<file path="config.mk">
export PLATFORM = sky130hd
export DESIGN_NAME = systolic_acc_writeback
export DESIGN_NICKNAME = d
export VERILOG_FILES = /design/src/rtl/sys_acc_pkg.sv /design/src/rtl/systolic_acc_writeback_acc_lane_add.sv /design/src/rtl/systolic_acc_writeback.sv
export SDC_FILE = /design/constraint.sdc
export NUM_CORES = 2
export LEC_CHECK = 0
export CAP_MARGIN = 15
export CORE_MARGIN = 2
export CORE_UTILIZATION = 30
export CTS_BUF_LIST = sky130_fd_sc_hd__clkbuf_8
export CTS_CLUSTER_DIAMETER = 40
export CTS_CLUSTER_SIZE = 8
export DETAILED_ROUTE_END_ITERATION = 8
export PLACE_DENSITY = 0.56
export SYNTH_ARGS = -nofsm -noshare
export SYNTH_HDL_FRONTEND = slang
export SYNTH_SLANG_ARGS = --single-unit
</file>
<file path="constraint.sdc">
create_clock -name clk -period 16.3 [get_ports clk]
set_input_delay 2.445 -clock clk [delete_from_list [all_inputs] [get_ports clk]]
set_output_delay 2.445 -clock clk [all_outputs]
set_load 0.01 [all_outputs]
</file>
<file path="src/rtl/sys_acc_pkg.sv">
// Shared widths, types and lane helpers for the systolic accumulate/writeback path.
// The lane widths live here so every stage and the lane adder agree on them.
package sys_acc_pkg;

  localparam int ARRAY_M      = 4;
  localparam int PE_OUT_WIDTH = 32;
  localparam int BIAS_WIDTH   = 32;
  localparam int ACC_WIDTH    = 48;

  typedef logic signed [ACC_WIDTH-1:0]    acc_t;
  typedef logic signed [PE_OUT_WIDTH-1:0] pe_t;
  typedef logic signed [BIAS_WIDTH-1:0]   bias_t;

  // Where a row's accumulation base comes from.
  typedef enum logic [1:0] {
    BASE_BIAS,
    BASE_S2,
    BASE_W,
    BASE_OBUF
  } base_sel_e;

  function automatic acc_t acc_lane(input logic [ARRAY_M*ACC_WIDTH-1:0] word, input int m);
    return word[m*ACC_WIDTH +: ACC_WIDTH];
  endfunction

  function automatic pe_t pe_lane(input logic [ARRAY_M*PE_OUT_WIDTH-1:0] word, input int m);
    return word[m*PE_OUT_WIDTH +: PE_OUT_WIDTH];
  endfunction

  function automatic bias_t bias_lane(input logic [ARRAY_M*BIAS_WIDTH-1:0] word, input int m);
    return word[m*BIAS_WIDTH +: BIAS_WIDTH];
  endfunction

  function automatic acc_t sext_pe(input pe_t v);
    return ACC_WIDTH'(v);
  endfunction

  function automatic acc_t sext_bias(input bias_t v);
    return ACC_WIDTH'(v);
  endfunction

endpackage

</file>
<file path="src/rtl/systolic_acc_writeback_acc_lane_add.sv">
// One accumulator lane: pick the base (bias, forwarded word or obuf) and add the PE result.
// Lanes are independent; the sum wraps modulo 2^ACC_WIDTH.
module acc_lane_add
  import sys_acc_pkg::*;
(
  input  base_sel_e base_sel,
  input  bias_t     bias,
  input  acc_t      s2_data,
  input  acc_t      w_data,
  input  acc_t      obuf_data,
  input  pe_t       pe,
  output acc_t      sum
);

  acc_t base;

  always_comb begin
    // NOTE: give every always_comb output a default first so no path leaves it unassigned (no latch).
    base = obuf_data;
    unique case (base_sel)
      BASE_BIAS: base = sext_bias(bias);
      BASE_S2:   base = s2_data;
      BASE_W:    base = w_data;
      BASE_OBUF: base = obuf_data;
      default:   base = obuf_data;
    endcase
  end

  assign sum = base + sext_pe(pe);

endmodule

</file>
<file path="src/rtl/systolic_acc_writeback.sv">
// Read-modify-write accumulation of systolic rows into the output buffer (write at t+2).
// Hazards on the word in S2 or the word just written are forwarded so back-to-back rows never stall.
module systolic_acc_writeback
  import sys_acc_pkg::*;
#(
  parameter int OBUF_ADDR_WIDTH = 16,
  parameter int BBUF_ADDR_WIDTH = 16
) (
  input  logic                            clk,
  input  logic                            reset,
  input  logic [ARRAY_M*PE_OUT_WIDTH-1:0] sys_out,
  input  logic                            sys_out_valid,
  input  logic [OBUF_ADDR_WIDTH-1:0]      sys_out_addr,
  input  logic                            sys_out_first,
  input  logic [BBUF_ADDR_WIDTH-1:0]      bias_addr,
  output logic                            bbuf_read_req,
  output logic [BBUF_ADDR_WIDTH-1:0]      bbuf_read_addr,
  input  logic [ARRAY_M*BIAS_WIDTH-1:0]   bbuf_read_data,
  output logic                            obuf_read_req,
  output logic [OBUF_ADDR_WIDTH-1:0]      obuf_read_addr,
  input  logic [ARRAY_M*ACC_WIDTH-1:0]    obuf_read_data,
  output logic                            obuf_write_req,
  output logic [OBUF_ADDR_WIDTH-1:0]      obuf_write_addr,
  output logic [ARRAY_M*ACC_WIDTH-1:0]    obuf_write_data,
  output logic                            busy,
  output logic [31:0]                     rows_written
);

  logic                            s1_valid;
  logic                            s1_first;
  logic [OBUF_ADDR_WIDTH-1:0]      s1_addr;
  logic [ARRAY_M*PE_OUT_WIDTH-1:0] s1_row;

  logic                            s2_valid;
  logic [OBUF_ADDR_WIDTH-1:0]      s2_addr;
  logic [ARRAY_M*ACC_WIDTH-1:0]    s2_data;

  logic                            w_valid;
  logic [OBUF_ADDR_WIDTH-1:0]      w_addr;
  logic [ARRAY_M*ACC_WIDTH-1:0]    w_data;

  logic [ARRAY_M*ACC_WIDTH-1:0]    sum_word;
  base_sel_e                       base_sel;

  // S0: read strobes go straight out so the data lands alongside the row in S1.
  assign obuf_read_req  = sys_out_valid & ~sys_out_first & ~reset;
  assign bbuf_read_req  = sys_out_valid &  sys_out_first & ~reset;
  assign obuf_read_addr = reset ? '0 : sys_out_addr;
  assign bbuf_read_addr = reset ? '0 : bias_addr;

  // S1 base select: the newest in-flight copy of the word wins over obuf's stale read.
  always_comb begin
    base_sel = BASE_OBUF;
    if (s1_first)                            base_sel = BASE_BIAS;
    else if (s2_valid && s2_addr == s1_addr) base_sel = BASE_S2;
    else if (w_valid && w_addr == s1_addr)   base_sel = BASE_W;
  end

  for (genvar m = 0; m < ARRAY_M; m++) begin : g_lane
    acc_lane_add u_acc_lane_add (
      .base_sel  (base_sel),
      .bias      (bias_lane(bbuf_read_data, m)),
      .s2_data   (acc_lane(s2_data, m)),
      .w_data    (acc_lane(w_data, m)),
      .obuf_data (acc_lane(obuf_read_data, m)),
      .pe        (pe_lane(s1_row, m)),
      .sum       (sum_word[m*ACC_WIDTH +: ACC_WIDTH])
    );
  end

  // NOTE: sequential state uses non-blocking assignments so every stage samples pre-edge values.
  always_ff @(posedge clk) begin
    if (reset) begin
      // NOTE: data registers are cleared as well as valids so the write port reads zero out of reset.
      s1_valid     <= 1'b0;
      s1_first     <= 1'b0;
      s1_addr      <= '0;
      s1_row       <= '0;
      s2_valid     <= 1'b0;
      s2_addr      <= '0;
      s2_data      <= '0;
      w_valid      <= 1'b0;
      w_addr       <= '0;
      w_data       <= '0;
      rows_written <= '0;
    end else begin
      s1_valid <= sys_out_valid;
      if (sys_out_valid) begin
        s1_first <= sys_out_first;
        s1_addr  <= sys_out_addr;
        s1_row   <= sys_out;
      end
      s2_valid <= s1_valid;
      if (s1_valid) begin
        s2_addr <= s1_addr;
        s2_data <= sum_word;
      end
      w_valid <= s2_valid;
      if (s2_valid) begin
        w_addr       <= s2_addr;
        w_data       <= s2_data;
        rows_written <= rows_written + 32'd1;
      end
    end
  end

  assign obuf_write_req  = s2_valid;
  assign obuf_write_addr = s2_addr;
  assign obuf_write_data = s2_data;
  assign busy            = s1_valid | s2_valid;

endmodule
</file>
==> out/summary.md <==
Synth
* **proportion of netlist area held by the largest area contributor** 32.7%
* **Yosys reg bits** 596
* **Netlist Area Pre-Place** 36,500 um2
* **sequential fraction of the synthesis area** 32.7%
* **gate count of the mapped netlist** 4,470
* **Synth area leader** sky130_fd_sc_hd__dfxtp_1
* **fraction of synthesis flops using an asynchronous set or reset pin** 0%
* **Synth area leaders** sky130_fd_sc_hd__dfxtp_1 (33%), sky130_fd_sc_hd__mux2i_1 (18%), sky130_fd_sc_hd__o21ai_0 (7.0%), sky130_fd_sc_hd__ha_1 (6.5%), sky130_fd_sc_hd__nor2_1 (6.4%)
* **most common flop cell mapped by yosys** sky130_fd_sc_hd__dfxtp_1
* **net count after synthesis** 5,147
* **synth cell count leaders** sky130_fd_sc_hd__mux2i_1 (643), sky130_fd_sc_hd__nor2_1 (621), sky130_fd_sc_hd__dfxtp_1 (596)
* **average footprint of a synthesized cell** 8.16 um2
* **distinct cell type count of the synthesized netlist** 81
* **number of synthesized flops with an enable pin** 0
* **count of yosys warnings during synthesis** 0
* **cell with the most instances after synthesis** sky130_fd_sc_hd__mux2i_1

Die
* **DIE AREA** 124,000 um2
* **Std-Cell Rows** 127
* **Chip Height** 353 um
* **initial cell density of the core** 30.3%
* **Placeable Area** 120,000 um2
* **Ports** 760
* **width of the die** 353 um

STA
* **final worst path period share** 45.8%
* **setup skew after layout** 0.0509 ns
* **smallest hold slack** 0.488 ns
* **Worst slew margin** 15.2%
* **min Tclk post-route** 7.47 ns
* **setup repair after global routing missed its margin** false
* **total negative slack** 0 ns
* **Slew @ Worst Pin** 1.26 ns
* **final count of hold timing violations** 0
* **achievable clock frequency** 0.134 GHz
* **final slew viol count** 0
* **Finish-stage setup viols** 0

Power and ir drop
* **total power** 4.55 mW
* **total power divided by cell area** 93.7 nW/um2
* **Static Leak** 21.5 nW
* **worst vdd rail ir drop** 62.6 uV

Global route
* **first-pass GRT wire length** 214,000 um
* **total grt overflow** 0
* **largest net degree at the start of global routing** 134
* **antenna violations before repair** 32
* **total routing usage reported by global routing** 22.3%
* **via count of the first global-routing pass** 34.0k

Critical path
* **CP Max Fanout** 57
* **CP Class** in2out
* **CP Data Required Time** 13.86 ns
* **type of element capturing the critical path** output port
* **worst endpoint data arrival time** 5.02 ns
* **type of origin of the critical path** input pin

Status
* **outcome** completed

Placed design
* **weighted congestion at the end of routability-driven global placement** 0.903
* **number of instances in the placed design** 6,608
* **half-perimeter wire length of the detailed placement result** 107,000 um
* **total of buffers placed on input and output ports** 759

CTS
* **clock sinks** 596
* **master cell of the clock root buffer** sky130_fd_sc_hd__clkbuf_8
* **number of hold buffers added after cts** 0
* **clock network latency to the later pin of the worst-skew pair** 0.81 ns
* **Num CTS Buffers** 140
* **Clk pin slew, worst setup/hold paths** 0.05 ns
* **maximum number of buffers from clock root to sink** 3
* **CTS tree** yes
* **post-cts gate resize count** 0
* **post-CTS setup buffer count** 0
* **number of levels the H-tree was split into** 4

Drt
* **vias per cell** 5.06
* **remaining antenna violation count** 0
* **remaining design rule violation count** 0
* **Avg WL per Cell** 21.0 um
* **Initial DRC Count** 2,324
* **detailed-routing iteration count for the pre-antenna-repair pass** 6
* **routed vias** 34.8k
* **total length of routed wires** 144,000 um

Cells and area
* **nets** 5,815
* **non-filler cells, final** 6,868
* **layout cells sized above 1** 5.72%
* **area growth from synthesis to final layout** 33.0%
* **number of fill cells** 12.4k

Worst hold path
* **type of the tightest min-delay check** reg2reg

Flow run
* **maximum capacitance violations** 0

[layer usage]
metal  vias up  track usage (%)  share of wire, %
met5         -                0              0.15
met4        32             7.38               2.8
met3       218             5.92               6.9
met2      1037             37.0                46
met1     16400             27.9                44
li1      17100                -                 -
[placed cells by master, fill, tap and decap left out, drive strengths merged, types with 35 or more instances in the layout]
| cell | synthesis | layout |
|---|---|---|
| clkdlybuf4s50 | 0 | 757 |
| mux2i | 643 | 643 |
| nor2 | 621 | 621 |
| dfxtp | 596 | 596 |
| o21ai | 525 | 525 |
| nand2 | 476 | 476 |
| a21oi | 197 | 197 |
| ha | 189 | 189 |
| clkbuf | 216 | 156 |
| a21o | 137 | 137 |
| xnor2 | 126 | 126 |
| xor2 | 92 | 92 |
| inv | 59 | 86 |
| nor2b | 61 | 61 |
| nand3 | 46 | 46 |
| buf | 55 | 40 |
| a211oi | 37 | 37 |
| clkinv | 0 | 35 |
[worst paths after layout]
path	end	cells after the start	startpoint	slack [ns]
max	obuf_read_addr[14]	6	reset	8.83
min	w_data[139]	2	w_data[139]	0.49
max reg2reg	obuf_write_data[47]	21	s1_addr[14]	9.03
min reg2reg	w_data[139]	2	w_data[139]	0.49
[report_power, final]
group / leakage [nW] / switching, mW / internal, mW / total [mW]
Combinational: 15.0 / 0.533 / 0.480 / 1.01
Sequential: 4.86 / 0.0903 / 1.53 / 1.62
Clock: 1.61 / 0.799 / 1.12 / 1.91
[sequential cells by signal, indices dropped and copies added, names as in the netlist]
register	cells
obuf_write_data	192
w_data	192
s1_row	128
rows_written	32
obuf_write_addr	16
s1_addr	16
w_addr	16
obuf_write_req	1
s1_first	1
s1_valid	1
w_valid	1
[kinds of logic (layout without fill, tap and decap cells)]
group           Yosys count  after routing  synth area share, %
simple gates           1413           1413                 16.7
compound gates         1076           1076                 17.6
mux                     644            644                 17.7
flops                   596            596                 32.7
buf+inv                 330           1105                 3.40
xor+xnor                218            218                 5.23
fa+ha+maj               193            193                 6.70
other cells               0             11                    0
[worst max-delay path, stage by stage]
cell and delay, ns:
sky130_fd_sc_hd__buf_8 0.28, sky130_fd_sc_hd__buf_4 0.49, sky130_fd_sc_hd__buf_4 0.49, sky130_fd_sc_hd__buf_4 0.60, sky130_fd_sc_hd__nor2b_1 0.09, sky130_fd_sc_hd__clkdlybuf4s50_1 0.50
[stage by stage]
| step | util, % | cell area [um2] | setup WS, ns |
|---|---|---|---|
| 2_1_floorplan | - | 36500 | 10.47 |
| 3_3_place_gp | 37.8 | 45400 | 8.82 |
| 3_5_place_dp | 37.8 | 45400 | 8.81 |
| 4_1_cts | 40.3 | 48500 | 8.81 |
| 6_report | 40.3 | 48500 | 8.83 |
| 5_1_grt | 40.3 | 48500 | 8.65 |
[layout make-up]
cell class / count / area (um2) / share of cell area (%)
Antenna cell: 11 / 27.5 / 0.0567
Clock buffer: 156 / 2150 / 4.42
Clock inverter: 93 / 902 / 1.86
Inverter: 59 / 223 / 0.459
Multi-Input combinational cell: 3544 / 23300 / 48.1
Sequential cell: 596 / 11900 / 24.6
Tap cell: 1612 / 2020 / 4.16
Timing Repair Buffer: 797 / 7930 / 16.3
Note: power is estimated with default switching activity, not from simulation.
